**src/rtl/pwm_multi_ramp.sv**
```systemverilog
// Multi-channel PWM with shadowed duty targets applied at period boundaries
// and optional one-LSB-per-period soft-start slewing.
module pwm_ramp_lane #(
  parameter int WIDTH = 4
) (
  input  logic             clk,
  input  logic             rst,
  input  logic             i_en,
  input  logic             i_load,
  input  logic [WIDTH-1:0] i_tgt,
  input  logic             i_bnd,
  input  logic             i_ramp,
  input  logic [WIDTH-1:0] i_cnt_nxt,
  output logic             o_pwm,
  output logic             o_neq
);
  logic [WIDTH-1:0] r_tgt, r_cur;
  logic [WIDTH-1:0] w_tgt_nxt, w_cur_nxt;
  logic             r_pwm;

  // Boundary update reads the old target, so a load on the boundary clock
  // only takes effect one period later.
  always_comb begin
    w_cur_nxt = r_cur;
    if (i_bnd) begin
      if (!i_ramp)             w_cur_nxt = r_tgt;
      else if (r_cur < r_tgt)  w_cur_nxt = r_cur + 1'b1;
      else if (r_cur > r_tgt)  w_cur_nxt = r_cur - 1'b1;
    end
    w_tgt_nxt = i_load ? i_tgt : r_tgt;
  end

  always_ff @(posedge clk or posedge rst) begin
    if (rst) begin
      r_tgt <= '0;
      r_cur <= '0;
      r_pwm <= 1'b0;
    end else begin
      r_tgt <= w_tgt_nxt;
      r_cur <= w_cur_nxt;
      r_pwm <= i_en & (i_cnt_nxt < w_cur_nxt);
    end
  end

  assign o_pwm = r_pwm;
  assign o_neq = (w_cur_nxt != w_tgt_nxt);
endmodule

module pwm_multi_ramp #(
  parameter int WIDTH    = 4,
  parameter int CHANNELS = 2,
  parameter int PRESCALE = 16
) (
  input  logic                      clk,
  input  logic                      rst,
  input  logic                      en,
  input  logic [CHANNELS*WIDTH-1:0] duty_target,
  input  logic                      load,
  input  logic                      ramp_en,
  output logic [CHANNELS-1:0]       pwm_out,
  output logic                      period_start,
  output logic                      busy
);
  localparam int MAX = (1 << WIDTH) - 1;
  localparam int PW  = (PRESCALE > 1) ? $clog2(PRESCALE) : 1;

  logic [PW-1:0]       r_pre, w_pre_nxt;
  logic [WIDTH-1:0]    r_cnt, w_cnt_nxt;
  logic                r_run, r_ps, r_busy;
  logic                w_tick, w_adv, w_bnd;
  logic [CHANNELS-1:0] w_neq;

  // r_run is low on the first enabled clock, which holds cnt at 0 so every
  // run starts with a full first period.
  assign w_tick = (r_pre == PW'(PRESCALE - 1));
  assign w_adv  = en & r_run;
  assign w_bnd  = w_adv & w_tick & (r_cnt == WIDTH'(MAX - 1));

  always_comb begin
    w_pre_nxt = '0;
    w_cnt_nxt = '0;
    if (w_adv) begin
      w_pre_nxt = w_tick ? '0 : r_pre + 1'b1;
      w_cnt_nxt = r_cnt;
      if (w_tick) w_cnt_nxt = w_bnd ? '0 : r_cnt + 1'b1;
    end
  end

  always_ff @(posedge clk or posedge rst) begin
    if (rst) begin
      r_pre  <= '0;
      r_cnt  <= '0;
      r_run  <= 1'b0;
      r_ps   <= 1'b0;
      r_busy <= 1'b0;
    end else begin
      r_pre  <= w_pre_nxt;
      r_cnt  <= w_cnt_nxt;
      r_run  <= en;
      r_ps   <= en & (w_bnd | ~r_run);
      r_busy <= |w_neq;
    end
  end

  for (genvar g = 0; g < CHANNELS; g++) begin : g_lane
    pwm_ramp_lane #(.WIDTH(WIDTH)) u_lane (
      .clk       (clk),
      .rst       (rst),
      .i_en      (en),
      .i_load    (load),
      .i_tgt     (duty_target[g*WIDTH +: WIDTH]),
      .i_bnd     (w_bnd),
      .i_ramp    (ramp_en),
      .i_cnt_nxt (w_cnt_nxt),
      .o_pwm     (pwm_out[g]),
      .o_neq     (w_neq[g])
    );
  end

  assign period_start = r_ps;
  assign busy         = r_busy;
endmodule

```
**config.mk**
```make
export PLATFORM = sky130hd
export DESIGN_NAME = pwm_multi_ramp
export DESIGN_NICKNAME = d
export VERILOG_FILES = /design/src/rtl/pwm_multi_ramp.sv
export SDC_FILE = /design/constraint.sdc
export NUM_CORES = 1
export LEC_CHECK = 0
export ABC_AREA = 1
export BUFFER_PORTS_ARGS = -buffer_cell sky130_fd_sc_hd__buf_2
export CORE_MARGIN = 3
export CORE_UTILIZATION = 40
export DETAILED_ROUTE_END_ITERATION = 7
export GPL_ROUTABILITY_DRIVEN = 1
export PLACE_DENSITY_LB_ADDON = 0.08
export SYNTH_ARGS = -nofsm -noshare
export SYNTH_HDL_FRONTEND = slang
export SYNTH_SLANG_ARGS = --single-unit
```
**constraint.sdc**
```tcl
create_clock -name clk -period 2.2 [get_ports clk]
set_input_delay 0.22 -clock clk [delete_from_list [all_inputs] [get_ports clk]]
set_output_delay 0.22 -clock clk [all_outputs]
set_load 0.005 [all_outputs]
```
==> impl_metrics.yaml, run 1 <==
outcome:
  status: "finished clean"
critical_path:
  cp_slowest_cell: "dfrtp_1"
  cp_cell_sequence: "ha_2 -> nand2_1 -> nor2_4 -> buf_4 -> and3_2 -> nor3_1 -> buf_4 -> ha_4 -> nand2_2 -> nand3b_1 -> a31oi_1"
  cp_num_buf_inv: 2
  crit_cells: 11
  crit_fanout: 4
  r2r-start: "r_pre[0]$_DFF_PP0_"
  crit_type: "reg -> reg"
  rr_endpoint: "g_lane[1].u_lane.o_pwm$_DFF_PP0_"
  startpoint_type: "flop"
  critPathLaunch: "r_pre[0]$_DFF_PP0_"
  worst_path_largest_cell_delay_ns: 0.39
  cpMostUsedCell: "buf_4"
  critPathArrivalTime_ns: 2.29
  reg2reg_slack_ns: 0.12
  cpLargestDelayFamily: "simple AND/OR/NAND/NOR gates"
  critPathCaptureType: "flop"
  endpoint: "g_lane[1].u_lane.o_pwm$_DFF_PP0_"
  rr_worst_depth: 11
  crit_required_ns: 2.40
power_and_ir_drop:
  power.density_mw_per_mm2: 442
  p_leak_nw: 1.42
  power.total_mw: 1.21
  peakVddDrop_mv: 0.326
placement:
  place_hpwl_um: 3540
  port_buffers: 16
  place_area_mm2: 0.00235
  placed_cells: 392
  place_congestion: 0.817
detailed_routing:
  firstDrtPassIters: 4
  vias_per_cell: 4.73
  drt_iter0_drc: 65
  drc: 0
  drtAntennaViolNets: 0
  vias: 1969
  drt-total-wl_um: 5000
  wl_per_cell_um: 12.0
finish:
  syn2layout_area_growth_pct: 29.7
  instances_no_fill: 416
  fillers: 498
  fin_area_mm2: 0.00274
  multi_input_area_mm2: 0.00130
  fin_nets: 382
  antenna_cells: 0
  drive_gt1_share_pct: 28.7
  register_area_um2: 726
logic_synthesis:
  synth_flop_cell: "dfrtp_1"
  yosysMostFrequentCell: "nand2_1"
  ys_seq_area_share_pct: 34.4
  syn_nets: 333
  synth_top_area_cell: "dfrtp_1"
  async_flop_share_pct: 100
  syn_area_mm2: 0.00211
  synth.area.top_cells: "dfrtp_1, nand2_1, ha_1, inv_1, nand3_1"
  synth_seq_cells: 29
  synth.top_cell.area_share_pct: 34.4
  yosysWarnings: 0
  synth_cells: 299
  avgSynthCellArea_um2: 7.06
  synth_cell_types: 27
  synth_edf_count: 0
  ys_top_cells_by_count: "nand2_1, inv_1, nand3_1, dfrtp_1, ha_1"
timing:
  hold_violations: 0
  fmax_mhz: 480
  setup_violations: 0
  slew_violations: 0
  clock-skew-final_ns: 0.00388
  setup_tns_ns: 0
  period_minus_slack_ns: 2.08
  finalCritPeriodShare_pct: 94.7
  rsz0062_at_grt: "true"
  worstMarginPinSlew_ns: 0.383
  slew_headroom_pct: 74.5
min_path:
  hold_class: "in -> async"
clock_tree:
  numCtsBuffers: 5
  cts-hold-fix-buffers: 0
  worstSkewPairLatency_ns: 0.28
  clock-sinks: 29
  clk_path_buf_depth: 2
  cts_tree: "yes"
  cts-htree-levels: 2
  cts_root_buffer: "clkbuf_8"
  clkTransAtPathRegs_ns: 0.06
global_routing:
  grt_usage_pct: 16.0
  grt_pass1_wl_um: 7770
  grt_max_degree: 30
  grt_antenna_before_repair: 0
  overflow: 0
  first_global_vias: 1745
floorplanning:
  placeableCoreArea_mm2: 0.00491
  fp.dieW_um: 78.6
  start_util_pct: 43.0
  ios: 17
  dieArea_mm2: 0.00618
  num_rows: 25
  die_h_um: 78.6
run:
  max_cap_viol_count: 0
[tightest hold or removal path, cell delays in order]
cell   delay, ns
buf_2       0.10
inv_1       0.04
buf_4       0.34
[layout by cell type (no fill, tap or decap), drive strengths merged]
master and n:
a21boi 1, a21oi 17, a31oi 1, and3 1, buf 47, clkbuf 8
clkinv 1, dfrtp 29, ha 21, inv 60, nand2 91, nand3 30
nand3b 3, nor2 17, nor3 6, o211ai 1, o21ai 14, o32ai 1
[layout make-up]
| cell class | instances | area share (%) |
|---|---|---|
| clock buffer | 8 | 2.93 |
| inverter | 61 | 8.42 |
| multi-input combinational | 204 | 47.6 |
| sequential | 29 | 26.5 |
| tap | 67 | 3.06 |
| timing repair buffer | 47 | 11.5 |
[worst min path at each step]
stage	slack [ns]	to	startpoint	depth (start not counted)
floorplan	0.25	r_run$_DFF_PP0_	en	0
finish	0.004	g_lane[1].u_lane.r_tgt[2]$_DFF_PP0_	rst	3
CTS	0.01	g_lane[1].u_lane.r_tgt[2]$_DFF_PP0_	rst	3
global placement	0.31	g_lane[1].u_lane.o_pwm$_DFF_PP0_	rst	3
detailed placement	0.32	g_lane[1].u_lane.r_tgt[2]$_DFF_PP0_	rst	3
global route	0.04	g_lane[1].u_lane.r_cur[1]$_DFF_PP0_	rst	3
[metrics by stage]
step	hold WS [ns]	utilization, %	setup slack (ns)
floorplan	0.251	-	0.193
global placement	0.310	47.9	-0.00743
detailed placement	0.320	47.9	-0.0254
CTS	0.0100	50.0	0.00104
global route	0.0382	55.7	-0.0287
finish	0.00427	55.7	0.116
[sequential cells by signal (all words and copies together), names as in the netlist]
| signal | cells |
|---|---|
| busy | 1 |
| g_lane.u_lane.o_pwm | 2 |
| g_lane.u_lane.r_cur | 8 |
| g_lane.u_lane.r_tgt | 8 |
| period_start | 1 |
| r_cnt | 4 |
| r_pre | 4 |
| r_run | 1 |
[layer usage]
metal / global-route usage, % / wire length, um / vias to the layer above
li1: - / - / 1033
met1: 20.2 / 2300 / 896
met2: 27.0 / 2440 / 34
met3: 4.13 / 205 / 6
met4: 4.20 / 57 / 0
met5: 0 / 0 / -
[cell families after synthesis]
logic type / Yosys count / share of synthesized area, %
and+or+nand+nor: 148 / 31.4
buffers and inverters: 66 / 12.6
AOI/OAI and AO/OA: 35 / 9.13
DFF: 29 / 34.4
adders and majority gates: 21 / 12.5
[power breakdown]
| group | switching (mW) | internal, mW | total, mW |
|---|---|---|---|
| Clock | 0.195 | 0.224 | 0.419 |
| Combinational | 0.133 | 0.0926 | 0.225 |
| Sequential | 0.0112 | 0.552 | 0.564 |
[timing repair]
action | in CTS | in global routing
gates cloned | 0 | 0
gates resized for setup | 4 | 35
setup endpoints to repair | 1 | 3
buffers inserted | 0 | 16
pin swaps | 0 | 21
Note: power is estimated with default switching activity, not from simulation.
==> run 2, diff against run 1 <==
--- a/config.mk
+++ b/config.mk
@@ -5,13 +5,13 @@
 export SDC_FILE = /design/constraint.sdc
 export NUM_CORES = 1
 export LEC_CHECK = 0
-export ABC_AREA = 1
 export BUFFER_PORTS_ARGS = -buffer_cell sky130_fd_sc_hd__buf_2
 export CORE_MARGIN = 3
-export CORE_UTILIZATION = 40
+export CORE_UTILIZATION = 50
 export DETAILED_ROUTE_END_ITERATION = 7
 export GPL_ROUTABILITY_DRIVEN = 1
 export PLACE_DENSITY_LB_ADDON = 0.08
+export RECOVER_POWER = 100
 export SYNTH_ARGS = -nofsm -noshare
 export SYNTH_HDL_FRONTEND = slang
 export SYNTH_SLANG_ARGS = --single-unit
==> run 2 against run 1 <==
  * Synthesized area barely moved
  * Clock power rose by 6.7%
  * Register-to-register slack got worse by 0.55 ns
  * Cell area rose by 9.6%
  * Critical endpoint unchanged
  * The run now ends with max-capacitance violations, max-slew violations, negative setup slack left
  * Sequential cell count did not move
  * Wire length rose by 23%
  * Sequential power barely moved
==> impl_metrics.yaml, run 2 <==
logic_synthesis:
  synth_top_area_cell: "dfrtp_1"
  ys_top_cells_by_count: "dfrtp_1, inv_1, ha_1, nand2_1"
  synth_flop_cell: "dfrtp_1"
  yosysWarnings: 0
  avgSynthCellArea_um2: 9.26
  yosysMostFrequentCell: "dfrtp_1"
  synth_cells: 228
  syn_area_mm2: 0.00211
  syn_nets: 262
  synth.area.top_cells: "dfrtp_1, ha_1, inv_1, nand2_1, xnor2_1"
  synth_seq_cells: 29
  synth_cell_types: 53
  synth.top_cell.area_share_pct: 34.4
  synth_edf_count: 0
  async_flop_share_pct: 100
  ys_seq_area_share_pct: 34.4
placement:
  placed_cells: 354
  place_congestion: 0.896
  place_hpwl_um: 4460
  pre_cts_ws_ns: -0.453
  port_buffers: 16
critical_path:
  crit_type: "reg -> reg"
  crit_required_ns: 2.40
  cpLargestDelayFamily: "simple AND/OR/NAND/NOR gates"
  rr_worst_depth: 10
  cp_num_buf_inv: 1
  worst_path_largest_cell_delay_ns: 0.48
  cp_slowest_cell: "mux4_2"
  r2r-start: "g_lane[1].u_lane.r_cur[1]$_DFF_PP0_"
  critPathCaptureType: "flop"
  cp_cell_sequence: "ha_4 -> and4_4 -> or4_4 -> mux4_2 -> a21oi_2 -> inv_1 -> ha_1 -> o21ai_1 -> a21oi_1 -> nor3b_1"
  crit_fanout: 3
  critPathLaunch: "g_lane[1].u_lane.r_cur[1]$_DFF_PP0_"
  reg2reg_slack_ns: -0.43
  startpoint_type: "flop"
  critPathArrivalTime_ns: 2.83
  rr_endpoint: "g_lane[1].u_lane.o_pwm$_DFF_PP0_"
finish:
  fin_nets: 351
  layout_commonest_cell: "buf_4"
  antenna_cells: 0
  syn2layout_area_growth_pct: 42.0
  top_regs: "g_lane.u_lane.r_cur (8), g_lane.u_lane.r_tgt (8)"
  drive_gt1_share_pct: 38.8
  utilization_pct: 77.8
  final_cell_mix: "buf_4, dfrtp_1, inv_1"
  instances_no_fill: 365
outcome:
  failed_checks: "max-capacitance violations, max-slew violations, negative setup slack"
  status: "complete, but fails checks"
global_routing:
  grt_max_degree: 30
  overflow: 0
  grt-busiest-layer: "met2"
  grtUsageMet1_pct: 32.0
  met2_usage_pct: 42.7
  grt_antenna_before_repair: 0
  grt_pass1_wl_um: 10300
  first_global_vias: 2226
  grt_use_met3_pct: 5.11
  grt_usage_pct: 25.7
detailed_routing:
  wl_per_cell_um: 16.9
  drtAntennaViolNets: 0
  drc: 0
  firstDrtPassIters: 7
  drt-total-wl_um: 6170
  drt_iter0_drc: 179
  vias: 2150
  vias_per_cell: 5.89
clock_tree:
  clkTransAtPathRegs_ns: 0.06
  cts_tree: "yes"
  cts_root_buffer: "clkbuf_8"
  clk_path_buf_depth: 2
  cts-htree-levels: 2
  numCtsBuffers: 5
  worstSkewPairLatency_ns: 0.28
  clock-sinks: 29
power_and_ir_drop:
  peakVddDrop_mv: 0.458
  power.total_mw: 1.27
  power.density_mw_per_mm2: 425
  p_leak_nw: 1.39
run:
  max_cap_viol_count: 1
floorplanning:
  dieArea_mm2: 0.00504
  fp.dieW_um: 71.0
  ios: 17
  die_h_um: 71.0
  placeableCoreArea_mm2: 0.00385
  num_rows: 22
  start_util_pct: 54.8
min_path:
  min_to: "g_lane[0].u_lane.r_tgt[2]$_DFF_PP0_"
  hold_class: "in -> reg"
  holdPathStages: 3
  hp-start: "duty_target[2]"
timing:
  hold_violations: 0
  setup_violations: 3
  period_minus_slack_ns: 2.63
  clock-skew-final_ns: 0.00630
  finalCritPeriodShare_pct: 120
  worstMarginPinSlew_ns: 1.62
  fmax_mhz: 380
  rsz0062_at_grt: "true"
  slew_headroom_pct: -7.88
  slew_violations: 30
  hold_ws_ns: 0.231
  timing.final.ws_setup_ns: -0.432
[run 2: report_power, final]
group | total, mW | switching [mW] | internal [mW]
logic | 0.265 | 0.135 | 0.130
clock network | 0.447 | 0.199 | 0.248
registers | 0.563 | 0.0106 | 0.552
[run 2: tightest hold or removal path: stages]
cell and delay, ns:
buf_2 0.08, nand2_1 0.04, o21ai_0 0.11
[run 2: how the worst max path moves through the flow]
stage,endpoint,slack (ns),cells after the start
finish,g_lane[1].u_lane.o_pwm$_DFF_PP0_,-0.43,10
global route,g_lane[1].u_lane.o_pwm$_DFF_PP0_,-0.56,10
CTS,g_lane[1].u_lane.o_pwm$_DFF_PP0_,-0.44,11
detailed placement,g_lane[1].u_lane.o_pwm$_DFF_PP0_,-0.45,10
global placement,g_lane[1].u_lane.o_pwm$_DFF_PP0_,-0.40,10
floorplan,g_lane[1].u_lane.o_pwm$_DFF_PP0_,-0.44,11
[run 2: routing by layer]
layer	vias up	share of wire (%)	routed length, um
met1	1044	41	2530
met3	21	5.8	355
met2	69	50	3100
met5	-	0	0
li1	1016	-	-
met4	0	3.0	184
[run 2: cells by family (layout without fill, tap and decap cells)]
logic type	after synthesis	count (layout)	synth area share [%]
simple gates	75	75	19.4
mux	7	7	4.03
flops	29	29	34.4
xor+xnor	9	9	3.73
compound gates	55	55	19.7
fa+ha+maj	21	21	12.4
buf+inv	32	121	6.28
[run 2: layout make-up]
class,count,area (um^2)
Multi-Input combinational cell,167,1420
Fill cell,268,856
Sequential cell,29,727
Timing Repair Buffer,89,611
Inverter,25,93.8
Clock buffer,7,86.3
Tap cell,48,60.1
[run 2: repair_timing]
action	4_1_cts	5_1_grt
hold buffers	0	0
pin swaps	7	10
setup endpoints to repair	4	6
setup buffers	1	3
resized for setup	14	15
[run 2: stage by stage]
step	instance area [um^2]	TNS, ns
2_1_floorplan	2130	-0.884
5_1_grt	3000	-1.69
3_3_place_gp	2750	-1.11
4_1_cts	2920	-1.10
3_5_place_dp	2750	-1.28
6_report	3000	-1.09
